$ cat src/rtl/time_counter_if.sv
// rtl/time_counter_if.sv - button inputs and time display bus of the time_counter core
interface time_counter_if;
  logic       btn_mode;
  logic       btn_inc;
  logic [4:0] digOra;
  logic [5:0] digMinut;
  logic [5:0] digSec;
  logic       sec_tick;
  logic       edit_ora;
  logic       edit_min;
  logic       pm;

  // Driver side: presses the buttons and watches the display.
  modport master (
    output btn_mode, btn_inc,
    input  digOra, digMinut, digSec, sec_tick, edit_ora, edit_min, pm
  );

  // Core side: reads the buttons and drives the display.
  modport slave (
    input  btn_mode, btn_inc,
    output digOra, digMinut, digSec, sec_tick, edit_ora, edit_min, pm
  );
endinterface

$ cat src/rtl/time_counter.sv
// rtl/time_counter.sv - 24h seconds/minutes/hours counter with button set mode (optional DISP_12H_EN)
module time_counter #(
  parameter int TICKS_PER_SEC = 50000000
) (
  input  logic         clk,
  input  logic         reset_,
  time_counter_if.slave bus
);

  localparam int PW = (TICKS_PER_SEC > 1) ? $clog2(TICKS_PER_SEC) : 1;
  localparam logic [PW-1:0] PRESC_LAST = PW'(TICKS_PER_SEC - 1);

  typedef enum logic [1:0] {RUN, SET_ORA, SET_MIN} state_t;

  state_t        state, state_n;
  logic          btn_mode_q, btn_inc_q;
  logic [PW-1:0] presc, presc_n;
  logic [4:0]    hour, hour_n;
  logic [5:0]    minute, minute_n;
  logic [5:0]    second, second_n;
  logic          tick_n;
  logic          mode_evt, inc_evt;

  logic [4:0]    dig_ora_r;
  logic [5:0]    dig_min_r, dig_sec_r;
  logic          sec_tick_r, edit_ora_r, edit_min_r, pm_r;

  // Display form of the internal 0..23 hour.
  function automatic logic [4:0] disp_hour(input logic [4:0] h);
`ifdef DISP_12H_EN
    if (h == 5'd0)
      return 5'd12;
    else if (h > 5'd12)
      return h - 5'd12;
    else
      return h;
`else
    return h;
`endif
  endfunction

  // PM flag for the internal hour; only meaningful in the 12-hour build.
  function automatic logic pm_of(input logic [4:0] h);
`ifdef DISP_12H_EN
    return (h >= 5'd12);
`else
    return (h == 5'd0) & 1'b0;
`endif
  endfunction

  assign mode_evt = bus.btn_mode & ~btn_mode_q;
  assign inc_evt  = bus.btn_inc  & ~btn_inc_q;

  // Next-state and next-count logic; a mode press always wins over an inc press.
  always_comb begin
    state_n  = state;
    presc_n  = presc;
    hour_n   = hour;
    minute_n = minute;
    second_n = second;
    tick_n   = 1'b0;
    case (state)
      RUN: begin
        if (mode_evt) begin
          // Freeze at the current count; a coinciding tick is dropped.
          state_n = SET_ORA;
        end else if (presc == PRESC_LAST) begin
          presc_n = '0;
          tick_n  = 1'b1;
          if (second == 6'd59) begin
            second_n = 6'd0;
            if (minute == 6'd59) begin
              minute_n = 6'd0;
              hour_n   = (hour == 5'd23) ? 5'd0 : hour + 5'd1;
            end else begin
              minute_n = minute + 6'd1;
            end
          end else begin
            second_n = second + 6'd1;
          end
        end else begin
          presc_n = presc + PW'(1);
        end
      end
      SET_ORA: begin
        if (mode_evt)
          state_n = SET_MIN;
        else if (inc_evt)
          hour_n = (hour == 5'd23) ? 5'd0 : hour + 5'd1;
      end
      SET_MIN: begin
        if (mode_evt) begin
          // Restart the second cleanly so the first tick is a full period away.
          state_n  = RUN;
          second_n = 6'd0;
          presc_n  = '0;
        end else if (inc_evt) begin
          minute_n = (minute == 6'd59) ? 6'd0 : minute + 6'd1;
        end
      end
      default: state_n = RUN;
    endcase
  end

  // State, counters, button history and registered outputs all update together.
  always_ff @(posedge clk) begin
    if (!reset_) begin
      state      <= RUN;
      btn_mode_q <= 1'b0;
      btn_inc_q  <= 1'b0;
      presc      <= '0;
      hour       <= 5'd0;
      minute     <= 6'd0;
      second     <= 6'd0;
      dig_ora_r  <= disp_hour(5'd0);
      dig_min_r  <= 6'd0;
      dig_sec_r  <= 6'd0;
      sec_tick_r <= 1'b0;
      edit_ora_r <= 1'b0;
      edit_min_r <= 1'b0;
      pm_r       <= 1'b0;
    end else begin
      state      <= state_n;
      btn_mode_q <= bus.btn_mode;
      btn_inc_q  <= bus.btn_inc;
      presc      <= presc_n;
      hour       <= hour_n;
      minute     <= minute_n;
      second     <= second_n;
      dig_ora_r  <= disp_hour(hour_n);
      dig_min_r  <= minute_n;
      dig_sec_r  <= second_n;
      sec_tick_r <= tick_n;
      edit_ora_r <= (state_n == SET_ORA);
      edit_min_r <= (state_n == SET_MIN);
      pm_r       <= pm_of(hour_n);
    end
  end

  assign bus.digOra   = dig_ora_r;
  assign bus.digMinut = dig_min_r;
  assign bus.digSec   = dig_sec_r;
  assign bus.sec_tick = sec_tick_r;
  assign bus.edit_ora = edit_ora_r;
  assign bus.edit_min = edit_min_r;
  assign bus.pm       = pm_r;

endmodule

$ cat src/flat_wrapper.sv
// flat-port wrapper written by rule: the top's interface ports become plain ports
module time_counter_flat 
#(
  parameter int TICKS_PER_SEC = 50000000
)
  (clk, reset_, bus_btn_mode, bus_btn_inc, bus_digOra, bus_digMinut, bus_digSec, bus_sec_tick, bus_edit_ora, bus_edit_min, bus_pm);
  time_counter_if bus_i ();
  input  logic clk;
  input  logic reset_;
  input wire logic [$bits(bus_i.btn_mode)-1:0] bus_btn_mode;
  input wire logic [$bits(bus_i.btn_inc)-1:0] bus_btn_inc;
  output wire logic [$bits(bus_i.digOra)-1:0] bus_digOra;
  output wire logic [$bits(bus_i.digMinut)-1:0] bus_digMinut;
  output wire logic [$bits(bus_i.digSec)-1:0] bus_digSec;
  output wire logic [$bits(bus_i.sec_tick)-1:0] bus_sec_tick;
  output wire logic [$bits(bus_i.edit_ora)-1:0] bus_edit_ora;
  output wire logic [$bits(bus_i.edit_min)-1:0] bus_edit_min;
  output wire logic [$bits(bus_i.pm)-1:0] bus_pm;
  assign bus_i.btn_mode = bus_btn_mode;
  assign bus_i.btn_inc = bus_btn_inc;
  assign bus_digOra = bus_i.digOra;
  assign bus_digMinut = bus_i.digMinut;
  assign bus_digSec = bus_i.digSec;
  assign bus_sec_tick = bus_i.sec_tick;
  assign bus_edit_ora = bus_i.edit_ora;
  assign bus_edit_min = bus_i.edit_min;
  assign bus_pm = bus_i.pm;
  time_counter #(.TICKS_PER_SEC(TICKS_PER_SEC)) u_core (.clk(clk), .reset_(reset_), .bus(bus_i));
endmodule
$ cat config.mk
export PLATFORM = sky130hd
export DESIGN_NAME = time_counter_flat
export DESIGN_NICKNAME = d
export VERILOG_FILES = /design/src/rtl/time_counter_if.sv /design/src/rtl/time_counter.sv /design/src/flat_wrapper.sv
export SDC_FILE = /design/constraint.sdc
export NUM_CORES = 1
export LEC_CHECK = 0
export BUFFER_PORTS_ARGS = -buffer_cell sky130_fd_sc_hd__buf_2
export CORE_ASPECT_RATIO = 0.6
export CORE_MARGIN = 2
export CORE_UTILIZATION = 36
export DETAILED_ROUTE_END_ITERATION = 6
export REMOVE_ABC_BUFFERS = 1
export SETUP_SLACK_MARGIN = 0.4
export SLEW_MARGIN = 20
export SYNTH_ARGS = -nofsm -noshare
export SYNTH_HDL_FRONTEND = slang
export SYNTH_SLANG_ARGS = --single-unit
$ cat constraint.sdc
create_clock -name clk -period 4.01 [get_ports clk]
set_clock_uncertainty 0.2 [all_clocks]
set_input_delay 0.6015 -clock clk [delete_from_list [all_inputs] [get_ports clk]]
set_output_delay 0.6015 -clock clk [all_outputs]
set_load 0.03 [all_outputs]
==> impl_metrics.csv <==
group,metric,value,unit
run_status,outcome,"completed",
place,dp_slack,1.06,ns
grt,first_global_vias,2106,
worst_setup_path,crit_cells,5,
final_layout,final-instance-count-excl-fill,433,
worst_setup_path,cp_slowest_stage_delay,0.68,ns
final_layout,antennaDiodeCount,0,
clock_network,cts_buffers,5,
min_path,hold_path.startpoint,"u_core.presc[19]",
worst_setup_path,r2r_end,"u_core.hour[3]",
logic_synthesis,syn_area,2650,µm²
worst_setup_path,reg2reg_depth,5,
min_path,hp-class,"register to register",
final_layout,nNetsFinal,349,
die,die_area,8080,µm²
worst_setup_path,critPathMaxFanout,15,
worst_setup_path,arrival,2.66,ns
logic_synthesis,synth_edf_count,0,
sta,rsz0062_at_grt,"false",
die,initial_core_util,36.8,%
clock_network,cts_tree,"yes",
logic_synthesis,synth.area.mux_share,3.40,%
worst_setup_path,path_cells,"ha_1 -> nand3_1 -> nor4_2 -> o21ai_0 -> mux2i_1",
die,die_x,115,µm
final_layout,final_layout_size_suffix_gt1_share,12.0,%
die,std_cell_rows,24,
worst_setup_path,r2r_start,"u_core.presc[0]",
route,via_per_inst,5.54,
sta,period_needed,2.69,ns
worst_setup_path,crit_family,"simple AND/OR/NAND/NOR gates",
logic_synthesis,synth.distinct_cells,48,
clock_network,cts_resized,0,
clock_network,cts_max_level,2,
worst_setup_path,critPathRequiredTime,3.98,ns
final_layout,syn2layout_area_growth,12.9,%
logic_synthesis,synth_seq_cells,50,
logic_synthesis,avgSynthCellArea,8.18,µm²
sta,drv_slew,0,
clock_network,root_buffer,"clkbuf_16",
sta,layout_setup_ws,1.32,ns
route,vias,2400,
sta,post-route-period-util,67.2,%
die,io-pin-count,25,
pwr,cellLeakagePower,1.09,nW
pwr,p_per_area,359,nW/µm²
clock_network,cts_hold_buf,0,
place,numPortBuffers,23,
logic_synthesis,synth_compound_area_share,13.2,%
route,drt-wirelength-per-cell,14.5,µm
sta,relSlewSlack,43.1,%
logic_synthesis,seq_area_frac_synth,37.8,%
worst_setup_path,start_kind,"register",
die,die_h,70.4,µm
grt,gr-total-overflow,0,
pwr,power,1.07,mW
clock_network,insertion_delay,0.29,ns
final_layout,final_area,2990,µm²
clock_network,path_clk_slew,0.07,ns
worst_setup_path,end_kind,"register",
place,hpwl,4530,µm
worst_setup_path,crit_buf_inv,0,
place,place_congestion,0.802,
grt,antenna_found_initial,0,
min_path,min_to,"u_core.presc[19]",
sta,hold_violations,0,
sta,setup_tns,0,ns
grt,grt_pass1_wl,10600,µm
worst_setup_path,path_class,"register to register",
place,placed_cell_area,2830,µm²
min_path,whs_path_depth,1,
logic_synthesis,yosys.area_share.simple,34.9,%
die,core_area,7210,µm²
route,drt.antenna.violating_nets,0,
grt,track_usage,16.2,%
route,routed_wirelength,6290,µm
sta,worst_slew_pin_slew,0.852,ns
logic_synthesis,synth_xor_area_share,5.29,%
logic_synthesis,synth_cells,324,
job,drv_cap,0,
route,remaining_drc_errors,0,
logic_synthesis,synth_top_family_by_area,"simple AND/OR/NAND/NOR gates",
logic_synthesis,synth-async-reset-ratio,0,%
pwr,vdd_drop_max,0.000144,V
route,drt_iter0_drc,189,
clock_network,post_cts_buffers,0,
sta,fmax,371,MHz
clock_network,clkSinkCount,50,
logic_synthesis,synthAdderAreaFrac,1.89,%
clock_network,clockBufferDepth,2,
logic_synthesis,ys_warn_count,0,
route,dr.pass1.iters,4,
place,place_inst,425,
worst_setup_path,timing.reg2reg.setup_slack,1.32,ns
sta,finalSetupViolations,0,
worst_setup_path,crit_slowest_cell,"nor4_2",
grt,grt_max_degree,26,
logic_synthesis,synthFlopType,"dfxtp_1",
[sequential cells by signal, indices dropped and copies added, names as in the netlist]
| name | count |
|---|---|
| u_core.btn_inc_q | 1 |
| u_core.btn_mode_q | 1 |
| u_core.bus.edit_min | 1 |
| u_core.bus.edit_ora | 1 |
| u_core.bus.sec_tick | 1 |
| u_core.hour | 5 |
| u_core.minute | 6 |
| u_core.presc | 26 |
| u_core.second | 6 |
| u_core.state | 2 |
[layer usage]
layer	GRT usage [%]	up-vias	part of all wire [%]
li1	-	1227	-
met1	25.7	1119	55
met2	21.2	50	39
met3	4.25	4	5.6
met4	4.02	0	0.57
met5	0	-	0
[placed cells by master (no fill, tap or decap), types with 12 or more instances in the layout]
cell	netlist	layout
xnor2_1	12	12
nand4_1	13	13
buf_2	6	23
nand3_1	16	16
dfxtp_1	50	50
nand2_1	33	33
nor3_1	15	15
nor2_1	35	35
o21ai_0	13	13
a21oi_1	13	13
[Yosys cell counts (all sizes together), types with 2 or more instances]
cell	count	area, µm²
or4	2	15.0
a21oi	13	65.1
a32oi	3	26.3
nor4b	2	17.5
nor3	15	75.1
xor2	4	35.0
nor2	35	131
nand4	14	93.8
nand4b	3	26.3
or3	3	18.8
mux2i	9	90.1
dfxtp	50	1000
and4	3	26.3
nand2b	7	43.8
clkbuf	7	26.3
buf	8	45.0
xnor2	12	105
nor4	14	115
o211ai	4	30.0
o21ai	14	73.8
nand2	33	124
and2	5	31.3
inv	5	18.8
o311a	2	20.0
nand3b	4	30.0
nand3	16	80.1
and3	6	37.5
a31oi	8	50.1
ha	4	50.1
o311ai	3	26.3
or2	3	18.8
nor2b	3	18.8
[how the worst max path moves through the flow]
stage,from,end
2_1_floorplan,bus_btn_mode,u_core.second[1]
3_3_place_gp,bus_btn_mode,u_core.second[0]
3_5_place_dp,bus_btn_mode,u_core.second[0]
4_1_cts,u_core.presc[0],u_core.hour[3]
5_1_grt,u_core.presc[0],u_core.hour[3]
6_report,u_core.presc[0],u_core.hour[3]
[stage by stage]
| step | util, % | hold WS [ns] |
|---|---|---|
| 2_1_floorplan | - | 0.247 |
| 3_3_place_gp | 39.2 | 0.273 |
| 3_5_place_dp | 39.2 | 0.282 |
| 4_1_cts | 41.5 | 0.298 |
| 5_1_grt | 41.5 | 0.314 |
| 6_report | 41.5 | 0.296 |
[cell type report]
class                      instances  area, µm²
clock buffer                       5        125
sequential                        50       1000
fill                             716       4220
timing repair buffer              25        130
tap                               91        114
multi-input combinational        254       1560
inverter                           5       18.8
clock inverter                     3       40.0
[report_power, final]
group / total [mW] / switching [mW] / internal [mW]
sequential: 0.516 / 0.0112 / 0.505
clock: 0.475 / 0.182 / 0.292
combinational: 0.0839 / 0.0591 / 0.0248
[cell families after synthesis]
family / count (synthesis)
xor+xnor: 16
other cells: 1
flops: 50
compound gates: 54
mux: 9
simple gates: 170
fa+ha+maj: 4
buf+inv: 20
Power figures use the tool's default switching activity.
